$ cat src/rtl/rsa_stream_wrapper.sv
// rtl/rsa_stream_wrapper.sv - byte-stream front/back end for Rsa256Core
// Loads N and E once, then repeatedly captures a block A, runs the core, and streams 31 result bytes out.
module rsa_stream_wrapper #(
  parameter int KEY_BYTES = 32,
  parameter int OUT_BYTES = 31
) (
  input  logic         i_clk,
  input  logic         i_rst,
  input  logic [7:0]   i_byte,
  input  logic         i_byte_valid,
  output logic         o_byte_ready,
  output logic [7:0]   o_byte,
  output logic         o_byte_valid,
  input  logic         i_byte_ready,
  output logic [255:0] o_core_n,
  output logic [255:0] o_core_e,
  output logic [255:0] o_core_a,
  output logic         o_core_start,
  input  logic [255:0] i_core_a_pow_e,
  input  logic         i_core_finished,
  output logic         o_key_loaded
);

  typedef enum logic [2:0] {
    S_GET_N,
    S_GET_E,
    S_GET_A,
    S_START,
    S_WAIT,
    S_SEND
  } state_t;

  localparam logic [4:0] LAST_IN  = 5'(KEY_BYTES - 1);
  localparam logic [4:0] LAST_OUT = 5'(OUT_BYTES - 1);

  state_t       state;
  logic [4:0]   cnt;
  logic [247:0] out_sr;
  logic         in_xfer;
  logic         out_xfer;
  logic         unused_top;

  assign in_xfer    = i_byte_valid & o_byte_ready;
  assign out_xfer   = o_byte_valid & i_byte_ready;
  assign o_byte     = out_sr[247:240];
  // The top result byte is never transmitted.
  assign unused_top = ^i_core_a_pow_e[255:248];

  always_ff @(posedge i_clk or posedge i_rst) begin
    if (i_rst) begin
      state        <= S_GET_N;
      cnt          <= 5'd0;
      out_sr       <= '0;
      o_core_n     <= '0;
      o_core_e     <= '0;
      o_core_a     <= '0;
      o_core_start <= 1'b0;
      o_byte_ready <= 1'b0;
      o_byte_valid <= 1'b0;
      o_key_loaded <= 1'b0;
    end else begin
      o_core_start <= 1'b0;
      case (state)
        S_GET_N: begin
          o_byte_ready <= 1'b1;
          if (in_xfer) begin
            o_core_n <= {o_core_n[247:0], i_byte};
            if (cnt == LAST_IN) begin
              cnt   <= 5'd0;
              state <= S_GET_E;
            end else begin
              cnt <= cnt + 5'd1;
            end
          end
        end
        S_GET_E: begin
          o_byte_ready <= 1'b1;
          if (in_xfer) begin
            o_core_e <= {o_core_e[247:0], i_byte};
            if (cnt == LAST_IN) begin
              cnt          <= 5'd0;
              o_key_loaded <= 1'b1;
              state        <= S_GET_A;
            end else begin
              cnt <= cnt + 5'd1;
            end
          end
        end
        S_GET_A: begin
          o_byte_ready <= 1'b1;
          if (in_xfer) begin
            o_core_a <= {o_core_a[247:0], i_byte};
            if (cnt == LAST_IN) begin
              cnt          <= 5'd0;
              o_byte_ready <= 1'b0;
              o_core_start <= 1'b1;
              state        <= S_START;
            end else begin
              cnt <= cnt + 5'd1;
            end
          end
        end
        S_START: begin
          state <= S_WAIT;
        end
        // finished is only honoured here, so a pulse coinciding with start is dropped.
        S_WAIT: begin
          if (i_core_finished) begin
            out_sr       <= i_core_a_pow_e[247:0];
            o_byte_valid <= 1'b1;
            state        <= S_SEND;
          end
        end
        S_SEND: begin
          if (out_xfer) begin
            out_sr <= {out_sr[239:0], 8'h00};
            if (cnt == LAST_OUT) begin
              cnt          <= 5'd0;
              o_byte_valid <= 1'b0;
              o_byte_ready <= 1'b1;
              state        <= S_GET_A;
            end else begin
              cnt <= cnt + 5'd1;
            end
          end
        end
        default: begin
          state        <= S_GET_N;
          cnt          <= 5'd0;
          o_byte_ready <= 1'b0;
          o_byte_valid <= 1'b0;
        end
      endcase
    end
  end

endmodule

$ cat config.mk
export PLATFORM = sky130hd
export DESIGN_NAME = rsa_stream_wrapper
export DESIGN_NICKNAME = d
export VERILOG_FILES = /design/src/rtl/rsa_stream_wrapper.sv
export SDC_FILE = /design/constraint.sdc
export NUM_CORES = 2
export LEC_CHECK = 0
export CAP_MARGIN = 20
export CORE_AREA = 2 2 410 412
export CTS_CLUSTER_SIZE = 12
export DETAILED_ROUTE_END_ITERATION = 7
export DIE_AREA = 0 0 412 414
export RECOVER_POWER = 25
export SYNTH_ARGS = -nofsm -noshare
export SYNTH_HDL_FRONTEND = slang
export SYNTH_SLANG_ARGS = --single-unit
$ cat constraint.sdc
create_clock -name i_clk -period 44.1 [get_ports i_clk]
set_input_delay 11.025 -clock i_clk [delete_from_list [all_inputs] [get_ports i_clk]]
set_output_delay 11.025 -clock i_clk [all_outputs]
set_load 0.02 [all_outputs]
* Word level (Yosys, flattened, before mapping) *
Cells that the tools add are included.

storage, ports and cells
  memories = 0
  bits in latches = 0
  output and inout bits = 780
  ROM bits = 0
  RAM bits = 0
  register bits after elaboration = 1028

operators by class
  multipliers = 0
  multiplexer cells = 30
  reduce and logical (&&, ||, !) cells = 15
  bitwise gates (word level) = 4
  equality and inequality tests = 17
  shift operators = 0
  magnitude comparators = 0
  divide/modulo/power cells = 0
  add/subtract/negate cells = 1

operator list
  cell                                                              count
  248-bit 2-to-1 mux                                                2
  248-bit case mux with 2 select lines                              1
  3-bit 2-to-1 mux                                                  9
  5-bit 2-to-1 mux                                                  4
  2-bit != test (second input constant)                             9
  3-bit case mux with 6 select lines                                1
  5-bit case mux with 3 select lines                                1
  3-bit AND reduction                                               4
  5-bit == test (second input constant)                             2
  1-bit 2-to-1 mux                                                  10
  9-bit AND reduction                                               1
  3-bit by 2-bit == test with 1-bit output (second input constant)  2
  3-bit == test (second input constant)                             2
  2-bit AND reduction                                               3
  5-bit by 1-bit adder with 5-bit output (second input constant)    1
  1-bit case mux with 4 select lines                                1
  4-bit AND reduction                                               1
  2-bit OR reduction                                                2
  4-bit OR reduction                                                1
  3-bit by 1-bit == test with 1-bit output (second input constant)  1
  3-bit logical NOT                                                 1
  1-bit case mux with 3 select lines                                1
  3-bit OR reduction                                                1
  1-bit AND                                                         2
  3 further kinds                                                   4

* Longest topological paths before layout *
  depth after elaboration = 4
  mapped depth = 7

* Worst setup path after synthesis *
Ideal clock, no wire load.

  path type = input to register
  start = in i_byte_valid
  end = reg o_core_a[175]
  arrival = 12172 ps
  slack = 31801 ps
  path buffers = 2
  stages on the path = 5
  cells stage by stage = nand2_2 > nor4b_4 > buf_4 > buf_4 > mux2_1

on the way
  longest elaborated chain between the ends = 2

RTL lines
  element                               RTL line  RTL
  start, declared                       10        input logic i_byte_valid,
  1-bit AND                             43        assign in_xfer = i_byte_valid & o_byte_ready;
  2-bit AND reduction (no source line)  -
  end signal, assigned                  92        o_core_a <= {o_core_a[247:0], i_byte};
  end, declared                         17        output logic [255:0] o_core_a,

No other way between the ends.
A chain may end at the register's enable or synchronous reset.

==> results.toml <==
[status]
status = "finished with violations"
failed_checks = "max-capacitance violations, max-slew violations"

[clock_tree]
cts_resized = 0
cts.htree.levels = 3
cts_buffers = 116
cts_tree = "yes"
clock_latency_ps = 760
cts.sinks = 1028
clockBufferDepth = 3
cts_setup_buffers = 0
cts-root-buf = "clkbuf_16"
path_clk_slew_ps = 60
cts_hold_buffers = 0

[logic_synthesis]
synth-edff-count = 0
synth_most_common_cell = "dfrtp_1"
yosysTopAreaCell = "dfrtp_1"
syn_nets = 3066
syn_area_per_cell_um2 = 14.5
syn_area_um2 = 40500
synth_cell_type_count = 41
ys_top_cells_by_area = "dfrtp_1, mux2_2, mux2_1"
synth_commonest_cells = "dfrtp_1, mux2_2, mux2_1"
ys_async_sr_fraction_pct = 100
ys_seq_area_share_pct = 63.6
synth_top_flop_cell = "dfrtp_1"
synth_top_area_share_pct = 63.6
syn-instance-count = 2793
synth.yosys.warnings = 0
yosys_register_bits = 1028

[critical_path]
r2r-end = "out_sr[49]"
rr_startpoint = "state[0]"
r2r_cells = 4
endpoint_kind = "async pin"
path_max_fanout = 162
path_class = "in2async"
cp.arrival_ps = 23420
regToRegSetupSlack_ps = 32900
cp.required_ps = 44840
crit_path_start = "i_rst"
start_kind = "input port"

[pwr]
p_leak_nw = 27.2
cellPowerDensity_nw_per_um2 = 56.7
ir_drop_mv = 0.0522

[cells_and_area]
fillers = 16479
drive_gt1_share_pct = 17.0
seq_area_um2 = 25700
area_delta_synth_final_pct = 40.2
fin_nets = 4074
multiInputGateArea_um2 = 13700

[grt]
grt_pass1_wl_um = 189000
grt_usage_pct = 15.0
antenna_found_initial = 15
grt_max_degree = 290
gr-total-overflow = 0
first_global_vias = 26390

[detailed_routing]
vias_per_cell = 4.24
num_vias = 25933
dr.pass1.iters = 5
wl_per_cell_um = 21.4
drt_iter0_markers = 1577
wl_um = 131000
antenna_left = 0
drc = 0

[sta]
max_slew.worst_pin.slew_ps = 10260
finalMaxSlewViolations = 861
timing.final.crit_share_pct = 51.4
fin_crit_ps = 22670
finalSetupTns_ps = 0
slew_headroom_pct = -584
final-setup-viol-count = 0
fin_skew_ps = 23.4
holdWs_ps = 457
fmax_ghz = 0.0441
finalHoldViolCount = 0
rsz0062_at_grt = "no"

[floorplanning]
initial_core_util_pct = 24.3
die_area_um2 = 171000
fp.dieW_um = 412
dieHeight_um = 414
pin_count = 1049
row_count = 150
core-area_um2 = 166000

[worst_hold_path]
min_to = "o_key_loaded"
min_path_cells = 1
hold_start = "o_key_loaded"
hold_path.class = "reg2reg"

[flow_run]
max_cap_violations = 8

[place]
finalWeightedCongestion = 0.880
dpl.hpwl_um = 96800
io_buffers = 1040
cell usage in the layout (no fill, tap or decap), types with 2 or more instances in the layout:
| cell | Yosys | layout |
|---|---|---|
| dfrtp_1 | 1028 | 1028 |
| dlygate4sd3_1 | 0 | 124 |
| and3_1 | 2 | 2 |
| clkinv_16 | 0 | 2 |
| o22ai_1 | 2 | 2 |
| buf_4 | 57 | 17 |
| nand2_1 | 262 | 263 |
| a21o_1 | 2 | 2 |
| diode_2 | 0 | 15 |
| o21ai_0 | 246 | 247 |
| clkbuf_1 | 48 | 41 |
| clkinv_8 | 0 | 2 |
| bufinv_16 | 0 | 4 |
| ha_1 | 4 | 4 |
| mux2_1 | 308 | 308 |
| inv_1 | 4 | 3 |
| clkbuf_8 | 0 | 31 |
| mux2_2 | 460 | 460 |
| clkinv_2 | 0 | 16 |
| a21oi_1 | 8 | 8 |
| nor2b_1 | 3 | 3 |
| nor2_1 | 6 | 6 |
| clkinv_4 | 0 | 2 |
| mux2i_1 | 241 | 241 |
| nand3_1 | 11 | 11 |
| clkdlybuf4s50_1 | 0 | 916 |
| nand2b_1 | 4 | 4 |
| buf_12 | 0 | 4 |
| o211ai_1 | 3 | 3 |
| nor4b_1 | 1 | 2 |
| clkbuf_16 | 0 | 117 |
worst max-delay path: stages:
cell           delay (ps)
dlygate4sd3_1         540
clkinvlp_2           3090
clkbuf_1             6150
buf_4                1370
buf_4                 830
worst max-delay path by stage:
stage | end | slack (ps) | depth (start not counted)
floorplan | cnt[0] | 4150 | 1
global placement | out_sr[37] | 26690 | 8
detailed placement | out_sr[115] | 26690 | 8
CTS | out_sr[16] | 27530 | 8
global route | o_core_n[201] | 18850 | 5
finish | o_core_n[210] | 21430 | 5
area by class of cell:
class	count	share of cell area (%)
diodes	15	0.0662
multi-input cells	1583	24.2
repair buffers	1068	18.8
clock inverters	29	0.611
inverters	4	0.0287
clock buffers	182	6.14
flip-flops and latches	1028	45.3
well taps	2204	4.86
power breakdown:
| group | switching [W] | internal (W) | total (W) |
|---|---|---|---|
| clock network | 0.000403 | 0.000564 | 0.000967 |
| logic | 0.000507 | 0.000434 | 0.000941 |
| registers | 0.000154 | 0.00115 | 0.00131 |
| total | 0.00106 | 0.00215 | 0.00321 |
registers in the layout, summed over array words and instances, names as in the netlist:
register and cells:
cnt 5, o_core_n 256, state 3, o_core_a 256
o_byte_valid 1, o_key_loaded 1, o_core_e 256, o_byte_ready 1
out_sr 248, o_core_start 1
cells by family after synthesis:
kind of cell	Yosys count	synth area share, %
buffers and inverters	182	2.46
multiplexers	1009	27.3
AO/OA/AOI/OAI	271	3.46
flip-flops	1028	63.6
adder cells (fa/ha/maj)	4	0.124
AND/OR/NAND/NOR	299	3.06
layer usage:
| metal | routed length [um] | up-vias | track usage (%) |
|---|---|---|---|
| li1 | - | 11887 | - |
| met4 | 4280 | 4 | 5.81 |
| met1 | 52100 | 13121 | 17.7 |
| met3 | 10400 | 181 | 5.23 |
| met5 | 34 | - | 0 |
| met2 | 63900 | 740 | 25.0 |
metrics by stage:
stage	total power (W)	instance area [um^2]	util (%)	std cells	setup WS, ps
2_1_floorplan	0.00186	40500	-	2793	4150
3_3_place_gp	0.00226	53000	31.9	5887	26690
3_5_place_dp	0.00228	53000	31.9	5887	26690
4_1_cts	0.00326	56800	34.2	6098	27530
5_1_grt	0.00340	56700	34.1	6100	18850
6_report	0.00321	56700	34.1	6113	21430
No activity file was read; power rests on OpenSTA's default activity.
